--- config.mk ---
export PLATFORM = sky130hd
export DESIGN_NAME = spi_cmd_decoder_flat
export DESIGN_NICKNAME = d
export VERILOG_FILES = /design/src/rtl/spi_cmd_decoder_if.sv /design/src/rtl/spi_cmd_decoder.sv /design/src/flat_wrapper.sv
export SDC_FILE = /design/constraint.sdc
export NUM_CORES = 1
export LEC_CHECK = 0
export CAP_MARGIN = 20
export CORE_AREA = 2 2 148 78
export DETAILED_ROUTE_END_ITERATION = 10
export DIE_AREA = 0 0 150 80
export GPL_TIMING_DRIVEN = 0
export PLACE_DENSITY_LB_ADDON = 0.25
export SLEW_MARGIN = 0
export SYNTH_ARGS = -nofsm -noshare
export SYNTH_HDL_FRONTEND = slang
export SYNTH_SLANG_ARGS = --single-unit
--- constraint.sdc ---
create_clock -name clk -period 4.4 [get_ports clk]
set_clock_uncertainty 0.1 [all_clocks]
set_input_delay 0.88 -clock clk [delete_from_list [all_inputs] [get_ports clk]]
set_output_delay 0.88 -clock clk [all_outputs]
set_load 0.02 [all_outputs]
--- src/rtl/spi_cmd_decoder_if.sv ---
// Byte-stream and register-bus signals of the SPI command decoder.
// master = host/test side, slave = decoder side.
interface spi_cmd_decoder_if;
    logic        cs;
    logic [7:0]  mosi_byte;
    logic        data_valid;
    logic [7:0]  miso_byte;
    logic        wr_en;
    logic [7:0]  wr_addr;
    logic [15:0] wr_data;
    logic        rd_en;
    logic [7:0]  rd_addr;
    logic [15:0] rd_data;
    logic        frame_err;
    logic [7:0]  err_count;

    modport master (
        output cs, mosi_byte, data_valid, rd_data,
        input  miso_byte, wr_en, wr_addr, wr_data, rd_en, rd_addr, frame_err, err_count
    );
    modport slave (
        input  cs, mosi_byte, data_valid, rd_data,
        output miso_byte, wr_en, wr_addr, wr_data, rd_en, rd_addr, frame_err, err_count
    );
endinterface

--- src/rtl/spi_cmd_decoder.sv ---
// Parses framed SPI write/read bursts into 16-bit register-bus transactions
// and supplies the read-back bytes for the MISO shifter.
module spi_cmd_decoder #(
    parameter logic [7:0] OPC_WRITE = 8'h01,
    parameter logic [7:0] OPC_READ  = 8'h02
) (
    input  logic             clk,
    input  logic             reset,
    spi_cmd_decoder_if.slave bus
);
    typedef enum logic [2:0] {IDLE, W_ADDR, W_HI, W_LO, R_ADDR, R_HI, R_LO, DISCARD} state_t;

    state_t      state, state_nx;
    logic        cs_meta, cs_s;
    logic [7:0]  addr, addr_nx, hi, hi_nx;
    logic [7:0]  lo_q, miso_q;
    logic        wr_fire, rd_fire, err_fire;
    logic        wr_en_q, frame_err_q;
    logic [7:0]  wr_addr_q, rd_addr_q, err_cnt_q;
    logic [15:0] wr_data_q;
    // [0] = rd_en, [1] = rd_data capture cycle
    logic [1:0]  vld_pipe;

    always_comb begin
        state_nx = state;
        addr_nx  = addr;
        hi_nx    = hi;
        wr_fire  = 1'b0;
        rd_fire  = 1'b0;
        err_fire = 1'b0;
        if (cs_s) begin
            // Deselect wins over a coincident byte; judge the pre-byte state.
            state_nx = IDLE;
            if (state inside {W_ADDR, R_ADDR, W_LO}) err_fire = 1'b1;
        end else if (bus.data_valid) begin
            case (state)
                IDLE: begin
                    if (bus.mosi_byte == OPC_WRITE)     state_nx = W_ADDR;
                    else if (bus.mosi_byte == OPC_READ) state_nx = R_ADDR;
                    else begin
                        state_nx = DISCARD;
                        err_fire = 1'b1;
                    end
                end
                W_ADDR: begin
                    addr_nx  = bus.mosi_byte;
                    state_nx = W_HI;
                end
                W_HI: begin
                    hi_nx    = bus.mosi_byte;
                    state_nx = W_LO;
                end
                W_LO: begin
                    wr_fire  = 1'b1;
                    addr_nx  = addr + 8'd1;
                    state_nx = W_HI;
                end
                R_ADDR: begin
                    addr_nx  = bus.mosi_byte;
                    rd_fire  = 1'b1;
                    state_nx = R_HI;
                end
                R_HI: state_nx = R_LO;
                R_LO: begin
                    addr_nx  = addr + 8'd1;
                    rd_fire  = 1'b1;
                    state_nx = R_HI;
                end
                default: ;
            endcase
        end
    end

    always_ff @(posedge clk or posedge reset) begin
        if (reset) begin
            state       <= IDLE;
            cs_meta     <= 1'b1;
            cs_s        <= 1'b1;
            addr        <= '0;
            hi          <= '0;
            lo_q        <= '0;
            miso_q      <= '0;
            wr_en_q     <= 1'b0;
            wr_addr_q   <= '0;
            wr_data_q   <= '0;
            rd_addr_q   <= '0;
            vld_pipe    <= '0;
            frame_err_q <= 1'b0;
            err_cnt_q   <= '0;
        end else begin
            cs_meta     <= bus.cs;
            cs_s        <= cs_meta;
            state       <= state_nx;
            addr        <= addr_nx;
            hi          <= hi_nx;
            wr_en_q     <= wr_fire;
            vld_pipe    <= {vld_pipe[0], rd_fire};
            frame_err_q <= err_fire;
            if (wr_fire) begin
                wr_addr_q <= addr;
                wr_data_q <= {hi, bus.mosi_byte};
            end
            if (rd_fire) rd_addr_q <= addr_nx;
            if (err_fire && err_cnt_q != 8'hFF) err_cnt_q <= err_cnt_q + 8'd1;
            if (state_nx == IDLE) miso_q <= '0;
            else if (vld_pipe[1]) begin
                miso_q <= bus.rd_data[15:8];
                lo_q   <= bus.rd_data[7:0];
            end else if (!cs_s && bus.data_valid && state == R_HI) miso_q <= lo_q;
        end
    end

    // The hi byte is forwarded straight from rd_data in its capture cycle,
    // then held from miso_q.
    assign bus.miso_byte = (vld_pipe[1] && state != IDLE) ? bus.rd_data[15:8] : miso_q;
    assign bus.wr_en     = wr_en_q;
    assign bus.wr_addr   = wr_addr_q;
    assign bus.wr_data   = wr_data_q;
    assign bus.rd_en     = vld_pipe[0];
    assign bus.rd_addr   = rd_addr_q;
    assign bus.frame_err = frame_err_q;
    assign bus.err_count = err_cnt_q;
endmodule

--- src/flat_wrapper.sv ---
// flat-port wrapper written by rule: the top's interface ports become plain ports
module spi_cmd_decoder_flat 
#(
    parameter logic [7:0] OPC_WRITE = 8'h01,
    parameter logic [7:0] OPC_READ  = 8'h02
)
  (clk, reset, bus_cs, bus_mosi_byte, bus_data_valid, bus_rd_data, bus_miso_byte, bus_wr_en, bus_wr_addr, bus_wr_data, bus_rd_en, bus_rd_addr, bus_frame_err, bus_err_count);
  spi_cmd_decoder_if bus_i ();
  input  logic clk;
  input  logic reset;
  input wire logic [$bits(bus_i.cs)-1:0] bus_cs;
  input wire logic [$bits(bus_i.mosi_byte)-1:0] bus_mosi_byte;
  input wire logic [$bits(bus_i.data_valid)-1:0] bus_data_valid;
  input wire logic [$bits(bus_i.rd_data)-1:0] bus_rd_data;
  output wire logic [$bits(bus_i.miso_byte)-1:0] bus_miso_byte;
  output wire logic [$bits(bus_i.wr_en)-1:0] bus_wr_en;
  output wire logic [$bits(bus_i.wr_addr)-1:0] bus_wr_addr;
  output wire logic [$bits(bus_i.wr_data)-1:0] bus_wr_data;
  output wire logic [$bits(bus_i.rd_en)-1:0] bus_rd_en;
  output wire logic [$bits(bus_i.rd_addr)-1:0] bus_rd_addr;
  output wire logic [$bits(bus_i.frame_err)-1:0] bus_frame_err;
  output wire logic [$bits(bus_i.err_count)-1:0] bus_err_count;
  assign bus_i.cs = bus_cs;
  assign bus_i.mosi_byte = bus_mosi_byte;
  assign bus_i.data_valid = bus_data_valid;
  assign bus_i.rd_data = bus_rd_data;
  assign bus_miso_byte = bus_i.miso_byte;
  assign bus_wr_en = bus_i.wr_en;
  assign bus_wr_addr = bus_i.wr_addr;
  assign bus_wr_data = bus_i.wr_data;
  assign bus_rd_en = bus_i.rd_en;
  assign bus_rd_addr = bus_i.rd_addr;
  assign bus_frame_err = bus_i.frame_err;
  assign bus_err_count = bus_i.err_count;
  spi_cmd_decoder #(.OPC_WRITE(OPC_WRITE), .OPC_READ(OPC_READ)) u_core (.clk(clk), .reset(reset), .bus(bus_i));
endmodule
==> results of run 1 <==
-- per-layer routing --
layer | vias to the layer above | global-route usage (%) | share of wire, %
li1 | 1215 | - | -
met1 | 1239 | 21.3 | 53
met2 | 65 | 19.8 | 39
met3 | 9 | 5.54 | 6.6
met4 | 0 | 5.00 | 1.1
met5 | - | 0 | 0
-- power groups by stage --
stage	clock network [W]	logic (W)	registers, W
after global placement	0	0.000837	0.00111
after global routing	0.000841	0.000910	0.00114
final	0.000788	0.000842	0.00111
after CTS	0.000813	0.000855	0.00111
after floorplan	0	0.000303	0.00126
after detailed placement	0	0.000850	0.00112
-- registers in the layout (all words and copies together), names as in the netlist --
name	flops
u_core.vld_pipe	2
u_core.bus.wr_data	16
u_core.cs_meta	1
u_core.addr	8
u_core.bus.rd_addr	8
u_core.bus.err_count	8
u_core.bus.frame_err	1
u_core.bus.wr_addr	8
u_core.state	3
u_core.bus.wr_en	1
u_core.lo_q	8
u_core.hi	8
u_core.cs_s	1
u_core.miso_q	8
-- Yosys cell counts, types with 3 or more instances --
cell type / n
buf_2: 7
mux2_2: 62
and3_1: 3
xnor2_1: 6
nand4_1: 4
and4_1: 3
a21oi_1: 14
inv_1: 6
nand3_1: 7
xor2_1: 3
nor2_1: 7
o31ai_1: 3
nor2b_1: 3
a2bb2oi_1: 3
dfrtp_1: 79
clkbuf_1: 4
o21ai_0: 8
nand2_1: 30
-- critical path, stage by stage, from the launching register on --
cell	delay, ns
dfrtp_1	0.35
buf_2	0.17
or2_1	0.31
o21ai_2	0.42
mux2_2	0.39
clkdlybuf4s50_1	0.57
-- area by class of cell --
type	instances	area [sq um]
clock buffer	12	246
timing repair buffer	78	798
inverter	8	32.5
buffer	14	68.8
tap	145	181
clock inverter	3	65.1
multi-input combinational	189	1530
fill	1008	5730
sequential	81	2030
-- through the flow --
step | util, % | instances | area (sq um)
global route | 46.4 | 530 | 4950
global placement | 43.2 | 514 | 4610
CTS | 46.4 | 530 | 4950
floorplan | - | 292 | 3660
finish | 46.4 | 530 | 4950
detailed placement | 43.4 | 515 | 4640
-- cell families after synthesis --
| family | count (synthesis) | share of synthesized area, % |
|---|---|---|
| adder cells (fa/ha/maj) | 2 | 0.684 |
| AO/OA/AOI/OAI | 42 | 8.15 |
| flip-flops | 81 | 55.5 |
| multiplexers | 64 | 19.8 |
| XOR/XNOR | 9 | 2.16 |
| AND/OR/NAND/NOR | 72 | 11.0 |
| buffers and inverters | 22 | 2.70 |
-- worst max-delay path by stage --
stage	from	end	slack (ns)	cells past startpoint
after CTS	u_core.state[0]	bus_miso_byte[4]	0.85	5
after detailed placement	u_core.state[0]	bus_miso_byte[4]	1.23	5
after global placement	reset	u_core.bus.wr_addr[1]	-0.001	2
after global routing	u_core.state[0]	bus_miso_byte[4]	0.74	5
final	u_core.state[0]	bus_miso_byte[4]	0.87	5
after floorplan	reset	u_core.addr[0]	1.34	1
==> run metrics, run 1 <==
status finished, final reports clean; net count after synthesis 322; minimum period implied by the final worst setup slack between 3 and 4 ns; RD Place Congestion 0.787; fin crit share around four fifths; final setup vio count 0; Max VDD drop a little under 0.4 mV; total wire length 8.21 mm; Post-CTS Setup Bufs 0; Worst setup EP type output pin; Area Overhead vs Synth 35.4%; Critical Path RT around 3.4 ns; synth top area cells dfrtp_1, mux2_2, nand2_1, a21oi_1, dfstp_2; Final Hold Viols 0; clk_lat worst skew ~0.34 ns; Net Sw Frac 30.2%; r2r startpoint u_core.cs_s; Mapped Cells approximately 290; P_sw between 0.0008 and 0.0009 W; total grt overflow 0; Min-Delay Endpoint u_core.cs_s; Die Y around 80 um; WP data arrival 2.55 ns; Avg Vias per Cell between 4 and 5; measured slew at the worst slew-check pin a little over 0.5 ns; via count about 2500; yosys warns 0; largest net degree at the start of global routing 65; GRT Total Usage 14.7%; Synth Register Bits 81; diode count 0; most common cell after layout, fill and taps aside dfrtp_1; pre-CTS setup slack approximately 1.2 ns; I/O Buffers between 70 and 80; Die Span X approximately 150 um; Worst Slack Setup Final roughly 0.87 ns; worst reg2reg path depth 6; total die area 12000 sq um; crit path kind register to output pin; Post-synth EDFFs 0; FF-to-FF End u_core.miso_q[6]; Max Cap Viol 0; clock power share 28.8%; Mapped Avg Cell Area 12.5 sq um; Clock Pin Slew Worst Setup and Hold Paths around 0.060 ns; fin nets 411; Seq/Total Area, Yosys between 50 and 60%; post-CTS resize count 0; number of global-route vias before repair 2511; cts hold-fix bufs 0; DRC 0; Pint 0.00191 W; startpoint class of the critical path register; worst-path fanout max 10; count of final max-slew check failures 0; Rows 27; wire length per cell 15.5 um; Comb pwr share approximately 31%; PwrDens between 500 and 600 nW/um^2; number of CTS-inserted buffers 9; Synth top area share between 50% and 60%; setup TNS 0 ns; leakage power total around 2.1 nW; slew margin rel. about 66%; Max Clk Rate ~0.28 GHz; CTS tree yes; Mapped Area approximately 3700 sq um; most frequent cells in the layout dfrtp_1, clkdlybuf4s50_1, mux2_2, nand2_1, a21oi_1; clock sink count between 80 and 90; Synth area leader dfrtp_1; Cell variety after synth between 50 and 60; Starting Density 34.2%; initial antenna violation count 0; H-tree depth 3; r2r setup slk 2.34 ns; RSZ-0062 raised after global routing false; Hold Path Depth 0; hpwl dp approximately 5.8 mm; share of flip-flops with an asynchronous set or reset 100%; drt pass-1 iters 4; DR iter-0 viols 90; Tot Pwr 0.00274 W; final hold slack roughly 0.26 ns; Post-synth top flop dfrtp_1; CTS max path bufs 2; sequential share of power 40.5%; share of cells above drive strength 1 25.7%; core area roughly 11000 sq um; Hold WC Path Type register to register; # IOs between 70 and 80; global-route wire length before repair 13.3 mm; root buf cell clkbuf_16; hold path start u_core.cs_meta; final antenna-violating net count 0
(Power assumes the default switching activity.)
==> run 2, diff against run 1 <==
- clock period: 4.4 -> 3.5 ns (I/O delays scaled with it)
==> results of run 2 <==
The final DEF is identical to that of run 1. Status: finished, final reports clean.
Among the figures that moved: setup slack after placement 1.23 ns -> 0.506 ns; setup slack after layout 0.873 ns -> 0.153 ns; register-to-register setup slack 2.34 ns -> 1.44 ns; total power 0.00274 W -> 0.00344 W; worst IR drop on VDD 0.397 mV -> 0.499 mV
==> run 3, diff against run 2 <==
- clock period: 3.5 -> 2.7 ns (I/O delays scaled with it)
==> run 3 against run 2 <==
Global-route usage grew 0.44 points; non-clock buffer count grew 2; register-to-register slack lost 0.81 ns; largest power group unchanged; critical endpoint is now bus_miso_byte[0]; largest cell class unchanged; core utilization grew 0.23 points; first-iteration DRC count grew 52%; critical path depth grew 1; wire length grew 2.8%; highest routed layer unchanged; die area is the same; via count grew 2.3%; sequential share of layout area shrank 0.21 points; cell area grew 0.51%.
==> run metrics, run 3 (synthesis results as in run 1) <==
Worst setup EP type output pin; FILL cells 996 (-1.2%); WP data arrival 1.97 ns (-0.58 ns); most frequent cells in the layout dfrtp_1, clkdlybuf4s50_1, mux2_2, nand2_1; clk_lat worst skew 0.34 ns (about the same); CTS max path bufs 2 (unchanged); Tot Pwr roughly 0.0045 W; Max Cap Viol 0 (unchanged); worst-path fanout max 10 (unchanged); register area 2030 sq um (unchanged); DR iter-0 viols 137 (+52%); fin nets 413 (+0.49%); DRC 0 (unchanged); final antenna-violating net count 0 (unchanged); cts hold-fix bufs 0 (unchanged); PwrDens a little over 900 nW/um^2; placed cells 516 (+0.19%); Net Sw Frac 30.4%; I/O Buffers 77 (unchanged); core area 10700 sq um (unchanged); final setup vio count 0 (unchanged); share of cells above drive strength 1 29.1% (+3.4 points); Pint around 0.0031 W; RSZ-0062 raised after global routing false; hpwl dp 6.05 mm (+3.4%); Avg Vias per Cell 4.85 (+1.8%); root buf cell clkbuf_16; Max Clk Rate between 0.3 and 0.4 GHz; Comb pwr share 30.4% (-0.4 points); Final Core Density 46.6% (+0.23 points); Die Span X 150 um (unchanged); Max VDD drop 0.567 mV; RD Place Congestion 0.799 (+1.6%); Rows 27 (unchanged); diode count 0 (unchanged); count of final max-slew check failures 0 (unchanged); most common cell after layout, fill and taps aside dfrtp_1; P_sw approximately 0.0014 W; # IOs 79 (unchanged); design area 4970 sq um (+0.51%); total die area 12000 sq um (unchanged); clock power share 29.5% (+0.7 points); total grt overflow 0 (unchanged); GRT Total Usage 15.2% (+0.44 points); global-route wire length before repair 13.8 mm (+3.9%); setup TNS 0 ns (unchanged); wire length per cell 15.8 um (+2.2%); Starting Density 34.2% (unchanged); H-tree depth 3 (unchanged); Area after DPL 4650 sq um (+0.30%); total wire length 8.44 mm (+2.8%); Area Overhead vs Synth 36.1%; number of global-route vias before repair 2561 (+2.0%); Hold WC Path Type register to register; crit path kind register to output pin; startpoint class of the critical path register; multi-input logic area 1540 sq um (+0.65%); Final Hold Viols 0 (unchanged); post-route non-filler standard cell count 533 (+0.57%); via count 2587 (+2.3%); drt pass-1 iters 4 (unchanged); clock sink count 81 (unchanged); largest net degree at the start of global routing 33 (-49%); max reg flops 16 (unchanged); initial antenna violation count 0 (unchanged); CTS tree yes; sequential share of power 40.1% (-0.4 points); status finished, final reports clean; number of CTS-inserted buffers 9 (unchanged); leakage power total 2.15 nW (+1.9%); Die Y 80 um (unchanged); Clock Pin Slew Worst Setup and Hold Paths 0.06 ns (about the same); measured slew at the worst slew-check pin 0.537 ns (+0.0259 ns); fin crit share between 90% and 100%; Critical Path RT slightly above 2 ns; minimum period implied by the final worst setup slack 2.61 ns; slew margin rel. 64.0% (-1.7 points)
-- run 3: cell types whose count changed in the layout (fill, tap and decap cells not counted), moves of 2 or more --
cell             change
clkdlybuf4s50_1      -8
buf_2                +7
buf_12               +3
clkbuf_1             -2
clkinvlp_4           +2
-- run 3: timing repair --
item                       4_1_cts  5_1_grt
resized for setup               29        6
pin swaps                        1        0
buffers inserted                 1        0
setup endpoints to repair        8        6
-- run 3: final timing paths --
| check | from | endpoint | slack, ns | cells past startpoint |
|---|---|---|---|---|
| max in group asynchronous | reset | u_core.bus.wr_data[15] | 1.49 | 3 |
| min reg2reg | u_core.cs_meta | u_core.cs_s | 0.26 | 0 |
| min | u_core.cs_meta | u_core.cs_s | 0.26 | 0 |
| max | u_core.state[0] | bus_miso_byte[0] | 0.09 | 6 |
| max reg2reg | u_core.cs_s | u_core.miso_q[7] | 0.63 | 6 |
| min in group asynchronous | reset | u_core.bus.frame_err | 0.49 | 2 |
-- run 3: area by class of cell --
| class | count | share of cell area, % |
|---|---|---|
| flip-flops and latches | 81 | 40.8 |
| multi-input cells | 189 | 30.9 |
| repair buffers | 80 | 15.9 |
| clock buffers | 11 | 5.08 |
| well taps | 145 | 3.65 |
| clock inverters | 5 | 1.56 |
| plain buffers | 14 | 1.43 |
| inverters | 8 | 0.679 |
-- run 3: metal layers --
| layer | global-route usage (%) | vias to the layer above | share of wire, % |
|---|---|---|---|
| li1 | - | 1228 | - |
| met1 | 22.8 | 1291 | 53 |
| met2 | 20.2 | 58 | 40 |
| met3 | 5.03 | 10 | 5.4 |
| met4 | 4.53 | 0 | 1.1 |
| met5 | 0 | - | 0 |
-- run 3: through the flow --
stage / worst slack (ns) / hold WS [ns]
6_report: 0.0934 / 0.259
3_5_place_dp: -0.130 / 0.250
2_1_floorplan: 0.548 / 0.245
5_1_grt: 0.0253 / 0.265
4_1_cts: 0.00597 / 0.262
3_3_place_gp: -0.128 / 0.249
-- run 3: power groups by stage --
stage / clock network (W) / logic (W) / registers (W)
final: 0.00133 / 0.00137 / 0.00181
after detailed placement: 0 / 0.00138 / 0.00183
after CTS: 0.00137 / 0.00140 / 0.00181
after floorplan: 0 / 0.000493 / 0.00205
after global placement: 0 / 0.00136 / 0.00182
after global routing: 0.00143 / 0.00148 / 0.00186
-- run 3: critical path, stage by stage, from the launching register on --
cell	delay (ns)
dfrtp_1	0.35
buf_4	0.17
or2_4	0.28
o21ai_4	0.18
buf_12	0.15
mux2_2	0.34
buf_2	0.16
